===== src/rtl/charli_drive_if.sv =====
// -----------------------------------------------------------------------------
// charli_drive_if
//
// Bundle between the pattern source and the Charlieplex scan driver.
//
// Signals
//   en          : scan enable (source -> driver). Low blanks the display and
//                 parks the scan at the start of a frame.
//   data[55:0]  : LED image (source -> driver). Bit i = 1 lights LED i.
//   pin_out[7:0]: per-pin output value (driver -> IOBUFs), meaningful where
//                 pin_oe = 1.
//   pin_oe[7:0] : per-pin output enable (driver -> IOBUFs), 0 = hi-Z.
//   frame_start : one-cycle pulse (driver -> source) in the cycle after an
//                 image was latched.
//   dbg_drive   : phase FSM state (0 = BLANK, 1 = DRIVE), observation only.
//
// Handshake: there is no valid/ready pair. The source keeps `data` stable at
// all times it may be sampled; the driver samples it only on a latch edge (the
// 7 -> 0 phase wrap, or any edge with en = 0) and acknowledges each sample by
// raising frame_start for the following cycle. A source that wants to swap
// images tear-free updates `data` in response to frame_start.
//
// Modports
//   master : pattern-source side (drives en/data).
//   slave  : scan-driver side (drives pins, frame_start, dbg_drive).
// -----------------------------------------------------------------------------
interface charli_drive_if;
  logic        en;
  logic [55:0] data;
  logic [7:0]  pin_out;
  logic [7:0]  pin_oe;
  logic        frame_start;
  logic        dbg_drive;

  modport master (
    output en,
    output data,
    input  pin_out,
    input  pin_oe,
    input  frame_start,
    input  dbg_drive
  );

  modport slave (
    input  en,
    input  data,
    output pin_out,
    output pin_oe,
    output frame_start,
    output dbg_drive
  );
endinterface


===== src/rtl/charli_drive.sv =====
// -----------------------------------------------------------------------------
// charli_drive
//
// Scan driver for a 56-LED Charlieplexed array on 8 tri-stateable pins.
// One pin is the anode per scan phase (driven high); the other seven pins are
// cathodes, driven low only for the LEDs that are lit in that phase, hi-Z
// otherwise. Each phase starts with BLANK_CYC cycles of all-hi-Z dead time so
// the previous phase's charge cannot ghost into the next one.
//
// The displayed image lives in a shadow register that is reloaded only when
// the scan enters (phase 0, cnt 0), so a frame is never torn by a mid-frame
// change of `data`.
//
// Parameters
//   SCAN_DIV  : clock cycles per scan phase, 4..65535.
//   BLANK_CYC : dead-time cycles at the start of each phase, 1..SCAN_DIV-2.
//
// Ports
//   clk : system clock.
//   rst : asynchronous, active-low reset.
//   bus : charli_drive_if.slave -- en/data in; pin_out/pin_oe/frame_start and
//         the dbg_drive state tap out.
//
// Timing: all outputs are registered and reflect the (phase, cnt, shadow, en)
// state of the previous cycle. Frame length is exactly 8*SCAN_DIV cycles.
// -----------------------------------------------------------------------------
module charli_drive #(
  parameter int unsigned SCAN_DIV  = 6250,
  parameter int unsigned BLANK_CYC = 50
) (
  input  logic          clk,
  input  logic          rst,
  charli_drive_if.slave bus
);

  // Elaboration-time guard on the legal parameter range.
  if (SCAN_DIV < 4 || SCAN_DIV > 65535) begin : g_bad_scan_div
    $error("charli_drive: SCAN_DIV out of range 4..65535");
  end
  if (BLANK_CYC < 1 || BLANK_CYC > SCAN_DIV - 2) begin : g_bad_blank_cyc
    $error("charli_drive: BLANK_CYC out of range 1..SCAN_DIV-2");
  end

  localparam logic [15:0] CNT_LAST  = 16'(SCAN_DIV - 1);
  localparam logic [15:0] BLANK_END = 16'(BLANK_CYC);
  localparam logic [2:0]  PHASE_LAST = 3'd7;

  // Phase FSM: BLANK while cnt < BLANK_CYC, DRIVE for the rest of the phase.
  typedef enum logic {
    S_BLANK = 1'b0,
    S_DRIVE = 1'b1
  } state_e;

  state_e      state_q, state_d;

  // Scan position and displayed image.
  logic [2:0]  phase_q, phase_d;
  logic [15:0] cnt_q, cnt_d;
  logic [55:0] shadow_q, shadow_d;
  logic        latch;

  // Registered outputs.
  logic [7:0]  pin_out_q, pin_out_d;
  logic [7:0]  pin_oe_q, pin_oe_d;
  logic        frame_start_q, frame_start_d;

  // Pin pattern derivation for the current phase.
  logic [7:0]  anode;
  logic [5:0]  row_base;
  logic [6:0]  row;
  logic [7:0]  row8;
  logic [7:0]  low_mask;
  logic [7:0]  cathodes;

  // ---------------------------------------------------------------------------
  // Scan counters and image latch.
  // Disabled: position is forced to (0,0) and the shadow follows `data` every
  // cycle, so re-enabling starts a fresh frame with the newest image.
  // Enabled: cnt runs 0..SCAN_DIV-1, phase advances at the end of each phase
  // and the 7 -> 0 wrap is the only point where the image is taken.
  // ---------------------------------------------------------------------------
  always_comb begin
    cnt_d    = cnt_q;
    phase_d  = phase_q;
    shadow_d = shadow_q;
    latch    = 1'b0;

    if (!bus.en) begin
      cnt_d   = '0;
      phase_d = '0;
      latch   = 1'b1;
    end else if (cnt_q == CNT_LAST) begin
      cnt_d   = '0;
      phase_d = phase_q + 3'd1;
      if (phase_q == PHASE_LAST) begin
        latch = 1'b1;
      end
    end else begin
      cnt_d = cnt_q + 16'd1;
    end

    if (latch) begin
      shadow_d = bus.data;
    end
  end

  // ---------------------------------------------------------------------------
  // Phase FSM next state. The state tracks which window the *next* cnt value
  // lands in, so state_q always agrees with cnt_q.
  // ---------------------------------------------------------------------------
  always_comb begin
    state_d = S_BLANK;
    if (cnt_d >= BLANK_END) begin
      state_d = S_DRIVE;
    end
  end

  always_ff @(posedge clk or negedge rst) begin
    if (!rst) begin
      state_q <= S_BLANK;
    end else begin
      state_q <= state_d;
    end
  end

  // ---------------------------------------------------------------------------
  // Pin pattern for phase k.
  // The seven LEDs of phase k sit at shadow[7k +: 7]. Row bit m belongs to pin
  // m when m < k and to pin m+1 otherwise, i.e. the row is split at bit k and
  // the upper part is shifted up by one to skip over the anode pin. This also
  // guarantees the anode bit of `cathodes` is 0.
  // ---------------------------------------------------------------------------
  assign anode    = 8'd1 << phase_q;
  assign row_base = {phase_q, 3'b000} - {3'b000, phase_q};
  assign row      = shadow_q[row_base +: 7];
  assign row8     = {1'b0, row};
  assign low_mask = anode - 8'd1;
  assign cathodes = (row8 & low_mask) | ((row8 & ~low_mask) << 1);

  always_comb begin
    pin_oe_d      = '0;
    pin_out_d     = '0;
    frame_start_d = latch;

    // Only the anode is ever driven high, so at most one pin is high at once.
    // Dropping en blanks on the very next cycle regardless of FSM state.
    if (bus.en && state_q == S_DRIVE) begin
      pin_oe_d  = anode | cathodes;
      pin_out_d = anode;
    end
  end

  // ---------------------------------------------------------------------------
  // State and output registers. Reset is asynchronous so the pins go hi-Z the
  // instant rst falls, even in the middle of a DRIVE window.
  // ---------------------------------------------------------------------------
  always_ff @(posedge clk or negedge rst) begin
    if (!rst) begin
      phase_q       <= '0;
      cnt_q         <= '0;
      shadow_q      <= '0;
      pin_out_q     <= '0;
      pin_oe_q      <= '0;
      frame_start_q <= 1'b0;
    end else begin
      phase_q       <= phase_d;
      cnt_q         <= cnt_d;
      shadow_q      <= shadow_d;
      pin_out_q     <= pin_out_d;
      pin_oe_q      <= pin_oe_d;
      frame_start_q <= frame_start_d;
    end
  end

  assign bus.pin_out     = pin_out_q;
  assign bus.pin_oe      = pin_oe_q;
  assign bus.frame_start = frame_start_q;
  assign bus.dbg_drive   = (state_q == S_DRIVE);

endmodule


===== src/flat_wrapper.sv =====
// flat-port wrapper written by rule: the top's interface ports become plain ports
module charli_drive_flat 
#(
  parameter int unsigned SCAN_DIV  = 6250,
  parameter int unsigned BLANK_CYC = 50
)
  (clk, rst, bus_en, bus_data, bus_pin_out, bus_pin_oe, bus_frame_start, bus_dbg_drive);
  charli_drive_if bus_i ();
  input  logic clk;
  input  logic rst;
  input wire logic [$bits(bus_i.en)-1:0] bus_en;
  input wire logic [$bits(bus_i.data)-1:0] bus_data;
  output wire logic [$bits(bus_i.pin_out)-1:0] bus_pin_out;
  output wire logic [$bits(bus_i.pin_oe)-1:0] bus_pin_oe;
  output wire logic [$bits(bus_i.frame_start)-1:0] bus_frame_start;
  output wire logic [$bits(bus_i.dbg_drive)-1:0] bus_dbg_drive;
  assign bus_i.en = bus_en;
  assign bus_i.data = bus_data;
  assign bus_pin_out = bus_i.pin_out;
  assign bus_pin_oe = bus_i.pin_oe;
  assign bus_frame_start = bus_i.frame_start;
  assign bus_dbg_drive = bus_i.dbg_drive;
  charli_drive #(.SCAN_DIV(SCAN_DIV), .BLANK_CYC(BLANK_CYC)) u_core (.clk(clk), .rst(rst), .bus(bus_i));
endmodule

===== config.mk =====
export PLATFORM = sky130hd
export DESIGN_NAME = charli_drive_flat
export DESIGN_NICKNAME = d
export VERILOG_FILES = /design/src/rtl/charli_drive_if.sv /design/src/rtl/charli_drive.sv /design/src/flat_wrapper.sv
export SDC_FILE = /design/constraint.sdc
export NUM_CORES = 1
export LEC_CHECK = 0
export BUFFER_PORTS_ARGS = -buffer_cell sky130_fd_sc_hd__buf_4
export CAP_MARGIN = 20
export CORE_AREA = 2 2 148 121
export CTS_CLUSTER_SIZE = 16
export DETAILED_ROUTE_END_ITERATION = 10
export DIE_AREA = 0 0 150 123
export PLACE_DENSITY = 0.55
export SYNTH_ARGS = -nofsm -noshare
export SYNTH_HDL_FRONTEND = slang
export SYNTH_SLANG_ARGS = --single-unit

===== constraint.sdc =====
create_clock -name clk -period 9.7 [get_ports clk]
set_clock_uncertainty 0.05 [all_clocks]
set_input_delay 1.94 -clock clk [delete_from_list [all_inputs] [get_ports clk]]
set_output_delay 1.94 -clock clk [all_outputs]
set_load 0.005 [all_outputs]

==> results of run 1 <==
==> stage by stage <==
step	instances	cell area (um^2)	util	hold slack (ns)	power [mW]
2_1_floorplan	534	6010	-	0.426	0.519
3_3_place_gp	807	6730	0.396	0.469	0.573
3_5_place_dp	807	6730	0.396	0.463	0.577
4_1_cts	823	7060	0.415	0.486	0.966
5_1_grt	823	7060	0.415	0.498	0.999
6_report	823	7060	0.415	0.483	0.954
==> synth_stat cells, drive strengths merged, types with 3 or more instances <==
library cell	number
dfrtp	93
mux2	67
nand2	38
nor2	34
mux2i	32
mux4	32
buf	26
nor3	15
o21ai	15
a21oi	14
nand3	14
xnor2	12
ha	10
and3	9
clkbuf	9
inv	8
xor2	8
and2	7
a2111oi	6
a22oi	6
a211oi	5
a31oi	5
nor2b	5
nor4	5
o22ai	5
or3	5
nand2b	4
nand4	4
a211o	3
nor4bb	3
o221ai	3
==> logic make-up (layout without fill, tap and decap cells) <==
group | after synthesis | after routing
adders and majority gates | 10 | 10
xor gates and xnor gates | 20 | 20
and+or+nand+nor | 150 | 150
DFF | 93 | 93
muxes | 131 | 131
AOI/OAI and AO/OA | 87 | 87
buffers and inverters | 43 | 107
==> worst max-delay path, stage by stage, from the launching register on <==
cell	delay (ns)
dfrtp_1	0.81
inv_1	0.32
ha_2	0.90
buf_4	0.56
mux4_2	0.57
and2_1	0.19
o221ai_1	0.17
a311oi_1	0.08
nor3_1	0.39
nor4_1	0.09
or3_1	0.37
==> placed cells by master (no fill, tap or decap), types with 9 or more instances in the layout <==
master,netlist,routed
mux2i_1,32,32
dfrtp_1,93,93
nor2_1,34,34
mux4_2,32,32
buf_4,3,83
a21oi_1,14,14
o21ai_0,14,13
nand3_1,14,14
nor3_1,15,15
mux2_2,67,67
xnor2_1,12,12
and3_1,9,9
clkbuf_16,0,9
nand2_1,38,38
==> area by class of cell <==
type	count	share of cell area
clock inverter	5	0.0119
timing repair buffer	83	0.0883
sequential	93	0.330
inverter	8	0.00425
clock buffer	11	0.0344
multi-input combinational	398	0.492
tap	225	0.0399
==> flip-flops by register name, indices dropped and copies added, names as in the netlist <==
signal	count
u_core.shadow_q	56
u_core.phase_q	3
u_core.bus.frame_start	1
u_core.cnt_q	16
u_core.bus.dbg_drive	1
u_core.bus.pin_oe	8
u_core.bus.pin_out	8
==> report_power, final <==
group	internal, mW	switching (mW)
clock network	0.233	0.151
registers	0.413	0.0346
logic	0.0735	0.0489
total	0.719	0.235
==> routing by layer <==
layer / GRT usage / up-vias / part of all wire
met3: 0.0443 / 24 / 0.068
li1: - / 2142 / -
met5: 0 / - / 0
met2: 0.259 / 170 / 0.43
met4: 0.0542 / 0 / 0.017
met1: 0.282 / 2329 / 0.49
==> final timing paths <==
path                                    start  cells after the start                   end
max reg2reg                 u_core.phase_q[1]                     10  u_core.bus.pin_oe[3]
min in group asynchronous                 rst                      1   u_core.shadow_q[26]
min                        u_core.shadow_q[0]                      1    u_core.shadow_q[0]
min reg2reg                u_core.shadow_q[0]                      1    u_core.shadow_q[0]
max in group asynchronous                 rst                      2     u_core.phase_q[2]
max                         u_core.phase_q[1]                     10  u_core.bus.pin_oe[3]
==> metrics.md, run 1 <==
| Metric | Value |
|---|---|
| Multiplexer area fraction after synthesis | 0.299 |
| Worst-Margin Slew | 0.874 ns |
| Seq. cell area | 0.00233 mm^2 |
| Area occupied by multi-input gates | 0.00347 mm^2 |
| Drt drc | 0 |
| Buffers on Ports | 76 |
| Post-DP HPWL | 11.6 mm |
| Syn nets | 603 |
| Initial antenna violation count | 0 |
| Setup ws final | 5.05 ns |
| Number of buffers inserted by hold repair at cts | 0 |
| FF-to-FF setup slack | 5.05 ns |
| Top FF cell, synth | dfrtp_1 |
| Min Tclk post-route | 4.65 ns |
| Synth Area per Inst | 11.3 um^2 |
| Compound-Gate Fraction of Synth Area | 0.103 |
| Max_slew headroom | 0.410 |
| Max_cap viols | 0 |
| Status | completed |
| Vias in the first global route | 4,657 |
| Share of cells above drive strength 1 | 0.343 |
| Critical-path maximum fanout | 36 |
| EDFF count, synth | 0 |
| Share of the synthesized area in the top cell type | 0.387 |
| Largest family of logic cells by synthesized area | multiplexers |
| Synth area leaders | dfrtp_1 (39%), mux2_2 (13%), mux4_2 (12%), mux2i_1 (5.3%), nand2_1 (2.4%) |
| Worst vdd ir | 0.0000723 V |
| XOR/XNOR Fraction of Synth Area | 0.0291 |
| Critical Path Source Type | flip-flop |
| ANT cells | 0 |
| Total CTS buffers | 9 |
| Final wirelength | 16.0 mm |
| Worst EP arrival | 4.83 ns |
| Pwr Density | 135 mW/mm^2 |
| Vias | 4,665 |
| Post-synthesis cell type count | 61 |
| Pre-CTS setup slack | 5.03 ns |
| HP Class | reg2reg |
| Initial Util | 0.354 |
| Critical Path End Type | flip-flop |
| Crit Path Category | reg2reg |
| Drt initial violations | 385 |
| Die Width | 150 um |
| WL per Instance | 19.4 um |
| Total negative slack | 0 ns |
| #FFs+latches synth | 93 |
| DR pass1 iterations | 4 |
| Clock Path Buffers | 2 |
| Final Slew Violations | 0 |
| Yosys Warn Count | 0 |
| GP Congestion | 0.888 |
| Htree depth | 3 |
| Post-Syn Instances | 534 |
| RSZ-0062 raised after global routing | false |
| Vias per std cell | 5.67 |
| First-pass GRT wire length | 26.2 mm |
| Row Count | 43 |
| CTS tree | yes |
| Max Fclk | 215 MHz |
| Post-Syn Area | 0.00601 mm^2 |
| Post-CTS setup buffer count | 0 |
| Nets | 662 |
| Root cell of the clock tree | clkbuf_16 |
| Clock transition at path regs | 0.06 ns |
| LEAKAGE | 2.87 nW |
| Clock Latency Late Sink | 0.35 ns |
| Period utilisation layout | 0.479 |
| Post-Synth Simple-Gate Area | 0.123 |
| Die area | 0.0185 mm^2 |
| Synth Area in Adders | 0.0208 |
| Core Region | 0.0170 mm^2 |
| Data required, critical path | 9.88 ns |
| Largest net degree at the start of global routing | 53 |
| Post-synth ARST share | 1.00 |
| Layout filler cell count | 1,690 |
| Die Y | 123 um |
| Post-CTS sizing | 0 |
| Clock net sink count | 93 |
| I/O pins | 77 |
| Yosys top cell by area | dfrtp_1 |
| Gr ovfl total | 0 |
| Synth-to-layout area growth | 17.4% |
| Post-route antenna net violation count | 0 |
| Register area share after synthesis | 0.387 |
| Fin. Hold Viols | 0 |
| GRT Total Usage | 0.185 |
| Final Setup Violations | 0 |
Note: power is estimated with default switching activity, not from simulation.
==> run 2, diff against run 1 <==
Clock period 9.7 ns to 4.7 ns, I/O delays scaled along.
==> run 2 against run 1 <==
Compared with the run above:
- maximum frequency increased by 30%
- total power up 100%
- first-iteration DRC count rose by 6.8%
- non-clock buffer count grew 8
- utilization grew 0.36 points
- register-to-register slack got worse by 3.9 ns
- critical endpoint is now u_core.bus.pin_oe[2]
- highest routed layer unchanged
- critical path type unchanged
- flip-flop and latch count is the same
==> metrics.md, run 2 (synthesis gave the netlist of run 1 again) <==
| Metric | Value |
|---|---|
| Final Slew Violations | 0 |
| Share of cells above drive strength 1 | 0.350 |
| Path depth of the worst reg2reg path | 9 |
| Fin. Hold Viols | 0 |
| Finished Core Util | 0.419 |
| Data required, critical path | 4.85 ns |
| CP max stage delay | 0.60 ns |
| Pre-CTS setup slack | 1.18 ns |
| Synth-to-layout area growth | 18.4% |
| Number of buffers inserted by hold repair at cts | 0 |
| Clock Path Buffers | 2 |
| Top Registers | u_core.shadow_q: 56 flops, u_core.cnt_q: 16 flops |
| Initial Util | 0.354 |
| Worst EP arrival | 3.73 ns |
| Buffers on Ports | 76 |
| Worst vdd ir | 0.000167 V |
| Initial antenna violation count | 0 |
| Met1 Use GR | 0.277 |
| WL per Instance | 19.4 um |
| Layout filler cell count | 1,688 |
| Die Width | 150 um |
| Period utilisation layout | 0.760 |
| Critical-path maximum fanout | 16 |
| Post-CTS setup buffer count | 0 |
| Clock Latency Late Sink | 0.35 ns |
| Drt drc | 0 |
| Gr ovfl total | 0 |
| Vias | 4,687 |
| RSZ-0062 raised after global routing | false |
| Root cell of the clock tree | clkbuf_16 |
| Core Region | 0.0170 mm^2 |
| Non-Filler Instances | 830 |
| HP Class | reg2reg |
| Vias per std cell | 5.65 |
| Row Count | 43 |
| Critical Path Source Type | flip-flop |
| GRT Total Usage | 0.183 |
| M2 GR Usage | 0.256 |
| Biggest register | u_core.shadow_q |
| Critical Path End Type | flip-flop |
| Total negative slack | 0 ns |
| LEAKAGE | 2.91 nW |
| Worst hold path depth | 1 |
| Drt initial violations | 411 |
| Min Tclk post-route | 3.57 ns |
| DR pass1 iterations | 5 |
| Post-route antenna net violation count | 0 |
| Final Setup Violations | 0 |
| Met3 usage | 0.0476 |
| Total CTS buffers | 9 |
| Crit Path Category | reg2reg |
| Crit-path slowest cell | a2111oi_0 |
| Clock net sink count | 93 |
| Worst Hold Slack | 0.464 ns |
| GP Congestion | 0.895 |
| ANT cells | 0 |
| Post-CTS sizing | 0 |
| Grt peak-use layer | met1 |
| Die Y | 123 um |
| Max Fclk | 280 MHz |
| Max reg flops | 56 |
| Reg-to-reg startpoint | u_core.phase_q[2] |
| Max_slew headroom | 0.412 |
| CTS tree | yes |
| Worst-Margin Slew | 0.870 ns |
| Hold_sp | u_core.shadow_q[0] |
| Seq. cell area | 0.00233 mm^2 |
| Final wirelength | 16.1 mm |
| Area occupied by multi-input gates | 0.00347 mm^2 |
| Die area | 0.0185 mm^2 |
| Clock transition at path regs | 0.06 ns |
| Pwr Density | 274 mW/mm^2 |
| Nets | 670 |
| R2R Path End | u_core.bus.pin_oe[2] |
| Most common cell after layout, fill and taps aside | dfrtp_1 |
| I/O pins | 77 |
| Most frequent cells in the layout | dfrtp_1 (93), buf_4 (90), mux2_2 (67), nand2_1 (38), nor2_1 (34) |
| Status | completed |
| FF-to-FF setup slack | 1.13 ns |
| Post-DP HPWL | 11.7 mm |
| Max_cap viols | 0 |
| Critical path startpoint | u_core.phase_q[2] |
| Hold EP | u_core.shadow_q[0] |
| Setup ws final | 1.13 ns |
| Dpl cells | 815 |
| Largest net degree at the start of global routing | 62 |
| Vias in the first global route | 4,671 |
| First-pass GRT wire length | 26.1 mm |
| Htree depth | 3 |
| CP cell instances | buf_4 > or2_1 > buf_4 > mux4_2 > a21oi_1 > a2111oi_0 > nor3_1 > nor3b_1 > a2111oi_0 |
-- run 2: cell types whose count changed in the layout (fill, tap and decap cells not counted) --
cell and change:
clkinvlp_4 -1, buf_4 +7, clkinv_2 +1, clkinv_4 -1, buf_12 +1
-- run 2: routing by layer --
metal | vias to the layer above | wire [um]
met5 | - | 0
met4 | 0 | 209
li1 | 2165 | -
met3 | 22 | 1010
met1 | 2357 | 8010
met2 | 143 | 6900
-- run 2: layout make-up --
class                           count  share of cell area
Clock buffer                       11              0.0341
Clock inverter                      4              0.0102
Inverter                            8             0.00422
Multi-Input combinational cell    398               0.488
Sequential cell                    93               0.327
Tap cell                          225              0.0395
Timing Repair Buffer               91              0.0977
-- run 2: where the power goes --
part | total [mW] | switching (mW) | internal (mW)
Combinational | 0.253 | 0.101 | 0.152
Clock | 0.773 | 0.297 | 0.476
Sequential | 0.923 | 0.0717 | 0.852
-- run 2: how the worst max path moves through the flow --
stage,to,slack (ns),cells past startpoint
2_1_floorplan,u_core.bus.pin_oe[1],0.93,15
3_3_place_gp,u_core.bus.pin_oe[1],1.20,9
3_5_place_dp,u_core.bus.pin_oe[6],1.18,10
4_1_cts,u_core.bus.pin_oe[6],1.18,10
5_1_grt,u_core.bus.pin_oe[6],0.95,10
6_report,u_core.bus.pin_oe[2],1.13,9
-- run 2: critical path, delay by kind of cell (launching register included) --
kind	cells	cell delay, ns
AO/OA/AOI/OAI	3	1.11
flip-flops	1	0.47
AND/OR/NAND/NOR	3	0.97
multiplexers	1	0.22
buffers and inverters	2	0.59
-- run 2: per-stage QoR --
step | cell area (um^2) | power (mW)
after floorplan | 6010 | 1.07
after global placement | 6810 | 1.18
after detailed placement | 6810 | 1.19
after CTS | 7120 | 1.97
after global routing | 7120 | 2.04
final | 7120 | 1.95
